===== src/rtl/gaussian_window_ctrl.sv =====
// Frame sequencer for a 5x5 Gaussian blur operator: line buffers, window, output FIFO.
// Optional stall counter is enabled with `define GAUSS_STALL_CNT_EN.
//
// Ports:
//   clock, reset         rising-edge clock, synchronous active-high reset
//   start                begin a frame (honoured in IDLE only)
//   in_valid/in_ready    raster pixel stream handshake, in_data pixel
//   win_data             25 window elements, (r,c) at [(r*5+c)*DWIDTH +: DWIDTH]
//   op_result            operator result, one cycle after a valid window
//   out_valid/out_ready  result handshake, out_data = FIFO head
//   busy                 frame in progress
//   frame_done           one-cycle pulse when the frame has fully drained
//   stall_count          (GAUSS_STALL_CNT_EN only) RUN cycles with input blocked
module gaussian_window_ctrl #(
    parameter int IMG_WIDTH   = 64,
    parameter int IMG_HEIGHT  = 48,
    parameter int DWIDTH      = 8,
    parameter int OFIFO_DEPTH = 4
) (
    input  logic                  clock,
    input  logic                  reset,
    input  logic                  start,
    input  logic                  in_valid,
    output logic                  in_ready,
    input  logic [DWIDTH-1:0]     in_data,
    output logic [25*DWIDTH-1:0]  win_data,
    input  logic [DWIDTH-1:0]     op_result,
    output logic                  out_valid,
    input  logic                  out_ready,
    output logic [DWIDTH-1:0]     out_data,
    output logic                  busy,
`ifdef GAUSS_STALL_CNT_EN
    output logic [15:0]           stall_count,
`endif
    output logic                  frame_done
);

    localparam int CW   = $clog2(IMG_WIDTH);
    localparam int RW   = $clog2(IMG_HEIGHT);
    localparam int PW   = (OFIFO_DEPTH > 1) ? $clog2(OFIFO_DEPTH) : 1;
    localparam int CNTW = $clog2(OFIFO_DEPTH + 1);

    typedef enum logic [1:0] {
        S_IDLE,
        S_RUN,
        S_DRAIN
    } state_t;

    state_t            state;
    logic [CW-1:0]     col;
    logic [RW-1:0]     row;
    logic              v1;
    logic              v2;
    logic              accept;
    logic              interior;

    logic [DWIDTH-1:0] lb  [4][IMG_WIDTH];
    logic [DWIDTH-1:0] win [5][5];

    logic [DWIDTH-1:0] mem [OFIFO_DEPTH];
    logic [PW-1:0]     wr_ptr;
    logic [PW-1:0]     rd_ptr;
    logic [CNTW-1:0]   fifo_count;
    logic [CNTW:0]     inflight;
    logic              push;
    logic              pop;

    function automatic logic [PW-1:0] ptr_inc(input logic [PW-1:0] p);
        return (p == PW'(OFIFO_DEPTH - 1)) ? '0 : p + PW'(1);
    endfunction

    // Results already in flight reserve a FIFO slot, so a push never overflows.
    assign inflight = (CNTW+1)'(fifo_count) + (CNTW+1)'(v1) + (CNTW+1)'(v2);
    assign in_ready = (state == S_RUN) && (inflight < (CNTW+1)'(OFIFO_DEPTH));
    assign accept   = in_valid && in_ready;
    assign interior = (row >= RW'(4)) && (col >= CW'(4));
    assign busy     = (state != S_IDLE);

    assign push      = v2;
    assign out_valid = (fifo_count != '0);
    assign pop       = out_valid && out_ready;
    assign out_data  = mem[rd_ptr];

    always_ff @(posedge clock) begin
        if (reset) begin
            state      <= S_IDLE;
            col        <= '0;
            row        <= '0;
            frame_done <= 1'b0;
        end else begin
            frame_done <= 1'b0;
            unique case (state)
                S_IDLE: begin
                    if (start) begin
                        state <= S_RUN;
                        col   <= '0;
                        row   <= '0;
                    end
                end
                S_RUN: begin
                    if (accept) begin
                        if (col == CW'(IMG_WIDTH - 1)) begin
                            col <= '0;
                            if (row == RW'(IMG_HEIGHT - 1)) begin
                                row   <= '0;
                                state <= S_DRAIN;
                            end else begin
                                row <= row + RW'(1);
                            end
                        end else begin
                            col <= col + CW'(1);
                        end
                    end
                end
                S_DRAIN: begin
                    if (!v1 && !v2 && (fifo_count == '0)) begin
                        state      <= S_IDLE;
                        frame_done <= 1'b1;
                    end
                end
                default: state <= S_IDLE;
            endcase
        end
    end

    // v1: window holds an interior neighbourhood; v2: operator result is valid.
    always_ff @(posedge clock) begin
        if (reset) begin
            v1 <= 1'b0;
            v2 <= 1'b0;
        end else begin
            v1 <= accept && interior;
            v2 <= v1;
        end
    end

    // Each column of lb is a 4-deep vertical shift: lb[0] is row-4, lb[3] is row-1.
    always_ff @(posedge clock) begin
        if (accept) begin
            lb[0][col] <= lb[1][col];
            lb[1][col] <= lb[2][col];
            lb[2][col] <= lb[3][col];
            lb[3][col] <= in_data;
        end
    end

    always_ff @(posedge clock) begin
        if (reset) begin
            for (int r = 0; r < 5; r++)
                for (int c = 0; c < 5; c++)
                    win[r][c] <= '0;
        end else if (accept) begin
            for (int r = 0; r < 5; r++)
                for (int c = 0; c < 4; c++)
                    win[r][c] <= win[r][c+1];
            for (int r = 0; r < 4; r++)
                win[r][4] <= lb[r][col];
            win[4][4] <= in_data;
        end
    end

    always_comb begin
        win_data = '0;
        for (int r = 0; r < 5; r++)
            for (int c = 0; c < 5; c++)
                win_data[(r*5+c)*DWIDTH +: DWIDTH] = win[r][c];
    end

    always_ff @(posedge clock) begin
        if (reset) begin
            wr_ptr     <= '0;
            rd_ptr     <= '0;
            fifo_count <= '0;
            for (int i = 0; i < OFIFO_DEPTH; i++)
                mem[i] <= '0;
        end else begin
            if (push) begin
                mem[wr_ptr] <= op_result;
                wr_ptr      <= ptr_inc(wr_ptr);
            end
            if (pop)
                rd_ptr <= ptr_inc(rd_ptr);
            if (push && !pop)
                fifo_count <= fifo_count + CNTW'(1);
            else if (!push && pop)
                fifo_count <= fifo_count - CNTW'(1);
        end
    end

`ifdef GAUSS_STALL_CNT_EN
    logic [15:0] stall_q;

    always_ff @(posedge clock) begin
        if (reset) begin
            stall_q <= '0;
        end else if ((state == S_IDLE) && start) begin
            stall_q <= '0;
        end else if ((state == S_RUN) && in_valid && !in_ready
                     && (stall_q != 16'hFFFF)) begin
            stall_q <= stall_q + 16'd1;
        end
    end

    assign stall_count = stall_q;
`endif

endmodule


===== config.mk =====
export PLATFORM = sky130hd
export DESIGN_NAME = gaussian_window_ctrl
export DESIGN_NICKNAME = d
export VERILOG_FILES = /design/src/rtl/gaussian_window_ctrl.sv
export SDC_FILE = /design/constraint.sdc
export NUM_CORES = 2
export LEC_CHECK = 0
export BUFFER_PORTS_ARGS = -buffer_cell sky130_fd_sc_hd__clkbuf_2
export CAP_MARGIN = 20
export CORE_MARGIN = 5
export CORE_UTILIZATION = 35
export DETAILED_ROUTE_END_ITERATION = 10
export GPL_ROUTABILITY_DRIVEN = 0
export MAX_ROUTING_LAYER = met4
export SYNTH_ARGS = -nofsm -noshare
export SYNTH_HDL_FRONTEND = slang
export SYNTH_SLANG_ARGS = --single-unit

===== constraint.sdc =====
create_clock -name clock -period 7.2 [get_ports clock]
set_input_delay 0 -clock clock [delete_from_list [all_inputs] [get_ports clock]]
set_output_delay 0 -clock clock [all_outputs]
set_load 0.005 [all_outputs]

==> qor.csv <==
metric,value,unit
async_reset_ff_frac,0,
num_vias,53600,
grt_pass1_wl,401000,µm
syn_area_per_cell,17.8,µm²
synth_edf_count,2280,
p_sw,7.64,mW
wirelength,287000,µm
yosysSeqAreaShare,0.780,
crit-reg2reg-capture,lb[2][335]$_DFFE_PP_,
cts-resized-gates,0,
fin_util,0.405,
synth_top_cells_by_area,"edfxtp_1 (77%), a221oi_1 (4.6%), mux4_2 (2.1%), a22oi_1 (2.0%), mux2i_1 (1.4%)",
antenna_found_initial,9,
status,finished clean,
path_depth,9,
setup_tns,0,ps
cp.required,7730,ps
critical_path.top_delay_family,buffers and inverters,
hpwl,164000,µm
htreeDepth,4,
comb_power_share,0.107,
whs_path_depth,3,
pwr-share-clk,0.376,
critical_path.startpoint_type,flop,
clk_pin_slew,60,ps
cap_violations,0,
swShare,0.249,
path_cells,buf_4 -> inv_8 -> buf_12 -> a221oi_1 -> o21ai_0 -> o2bb2ai_1 -> nor4_1 -> nand2_2 -> buf_4,
start_util,0.352,
ioPinCount,233,
cts_tree,done,
numPortBuffers,232,
rows,184,
slew_violations,0,
cts_setup_buffers,0,
pwr_density_cell,302,nW/µm²
fin_crit_sh,0.742,
share_seq_of_total_power,0.517,
hold_end,mem[2][3]$_SDFFCE_PN0P_,
finalPower,30.7,mW
vias_per_cell,6.09,
die_w,513,µm
clock_skew,48.4,ps
reg2regPathDepth,9,
arrival,5870,ps
drc,0,
num-nets-final,5291,
clk-insertion-delay-late,870,ps
hp-class,in -> reg,
slew-limit-headroom,0.205,
cp_slowest_cell,dfxtp_4,
ys_ff_latch,2306,
critPathKind,reg -> reg,
fin_area,102000,µm²
cts.sink_count,2306,
clock.fmax,0.187,GHz
cts_buffers,225,
dp.cells,8358,
rsz0062_at_grt,no,
grt.total_usage,0.217,
hold_violations,0,
yosys.cell_types.count,81,
ys_warn_count,0,
clock_path_buffers,3,
syn_area,88500,µm²
synth_top_cell_area_share,0.774,
setup_slack,1850,ps
finalSetupViolCount,0,
instances_no_fill,8806,
core,251000,µm²
drtAntennaViolNets,0,
layout-drive-gt1-share,0.194,
max_stage_delay,910,ps
synthCells,4963,
grt_max_degree,132,
synth_top_cell_by_area,edfxtp_1,
place_area,94400,µm²
synth-main-ff-cell,edfxtp_1,
drt_pre_antenna_iters,6,
drt_iter0_markers,8542,
dieHeight,513,µm
cts-root-buf,clkbuf_16,
p_int,23.1,mW
min_from,op_result[3],
grt_pass1_vias,50800,
end_kind,flop,
timing.rr.start,col[1]$_SDFFE_PP0P_,
dieArea,263000,µm²
wl_per_cell,32.6,µm
areaGrowthSynthToFinish,15.2,%
fill_cells,22400,
cp_num_buf_inv,4,
place_ws,2210,ps
syn-num-nets,4993,
cp_common_cell,buf_4,
power.leakage,32.3,nW
worstMarginPinSlew,1190,ps
rrSetupSlack,1850,ps
hold_ws,70.6,ps
period_minus_slack,5350,ps
cp_max_fo,75,
ir_worst_vdd,0.225,mV
grt_overflow,0,
power groups by stage:
stage	registers [mW]	logic (mW)	clock network, mW
finish	15.9	3.30	11.5
global route	15.9	3.44	12.2
CTS	15.9	3.22	11.6
detailed placement	16.2	3.20	0
global placement	16.2	3.13	0
floorplan	16.2	1.63	0
how the worst max path moves through the flow:
stage                                     to  slack [ps]                        from
floorplan            win[0][0]$_SDFFCE_PN0P_        1380  fifo_count[0]$_SDFFE_PP0P_
global placement    win[0][41]$_SDFFCE_PN0P_        1840         col[0]$_SDFFE_PP0P_
detailed placement      lb[2][367]$_DFFE_PP_        2210         col[1]$_SDFFE_PP0P_
CTS                     lb[2][199]$_DFFE_PP_        2180         col[1]$_SDFFE_PP0P_
global route            lb[2][231]$_DFFE_PP_        1910         col[1]$_SDFFE_PP0P_
finish                  lb[2][335]$_DFFE_PP_        1850         col[1]$_SDFFE_PP0P_
cell usage in the layout (no fill, tap or decap), types with 30 or more instances in the layout:
master     netlist  final
nor2_1         181    112
nand2_1        103    101
mux2_2          64     64
nand3_1         47     36
buf_4           26    195
o22ai_1         79     79
edfxtp_1      2280   2280
nor2_4           0     66
nor3_1          34     30
clkinv_1         0     40
a22oi_1        232    232
a21oi_1         78     78
a221oi_1       460    460
clkbuf_16        0    229
a22o_1          49     49
o21ai_0         86     86
and2_1          57     55
mux4_2          82     82
o221ai_1        67     67
o22a_1          37     37
nand2b_1        35     33
clkbuf_1       158     58
clkinv_2         0     46
mux2i_1        122    122
and3_1         176    175
clkbuf_2         1    232
kinds of logic after synthesis:
logic type,after synthesis,synth area share
flops,2306,0.780
mux,270,0.0431
simple gates,745,0.0450
xor+xnor,2,0.000198
fa+ha+maj,9,0.00136
buf+inv,415,0.0227
compound gates,1216,0.108
state kept, by name, summed over array words and instances (netlist names), named ones only:
| name | count |
|---|---|
| fifo_count | 3 |
| v1 | 1 |
| wr_ptr | 2 |
| col | 6 |
| rd_ptr | 2 |
| row | 6 |
| state | 2 |
| lb | 2048 |
| mem | 32 |
| win | 200 |
| frame_done | 1 |
| push | 1 |
area by class of cell:
| cell class | instances | area [µm²] | share of cell area |
|---|---|---|---|
| Antenna cell | 6 | 15.0 | 0.000147 |
| Clock buffer | 294 | 6040 | 0.0593 |
| Clock inverter | 124 | 1130 | 0.0111 |
| Inverter | 14 | 70.1 | 0.000688 |
| Multi-Input combinational cell | 2242 | 18100 | 0.178 |
| Sequential cell | 2306 | 69000 | 0.677 |
| Tap cell | 3348 | 4190 | 0.0411 |
| Timing Repair Buffer | 472 | 3270 | 0.0321 |
cell usage after synthesis (all sizes together), types with 14 or more instances:
| master | n |
|---|---|
| and2 | 58 |
| a221oi | 461 |
| mux4 | 82 |
| o22ai | 79 |
| buf | 242 |
| nand4 | 17 |
| or3b | 18 |
| nand2 | 103 |
| a221o | 22 |
| inv | 14 |
| nor3 | 35 |
| a22oi | 232 |
| o221ai | 67 |
| nand3b | 19 |
| a21oi | 78 |
| nor2 | 182 |
| dfxtp | 26 |
| a22o | 49 |
| edfxtp | 2280 |
| o21ai | 94 |
| mux2i | 122 |
| and3 | 176 |
| mux2 | 66 |
| clkbuf | 159 |
| o22a | 37 |
| o31a | 14 |
| nand3 | 47 |
| nand2b | 35 |
layer usage:
layer,vias to the layer above,GRT usage,wire length (µm),part of all wire
li1,21400,-,-,-
met1,27700,0.291,111000,0.38
met2,3885,0.324,129000,0.45
met3,714,0.0473,34200,0.12
met4,0,0.0868,13100,0.045
met5,-,-,0,0
worst reg2reg max path: stages, from the launching register on:
cell       delay [ps]
dfxtp_4           910
buf_4             650
inv_8             370
buf_12            400
a221oi_1          530
o21ai_0           150
o2bb2ai_1         230
nor4_1            770
nand2_2           540
buf_4             420
repair_timing:
| item | CTS | global route |
|---|---|---|
| hold endpoints to repair | 571 | 0 |
| setup endpoints to repair | 0 | 0 |
| hold buffers | 21 | 0 |
(Power assumes the default switching activity.)
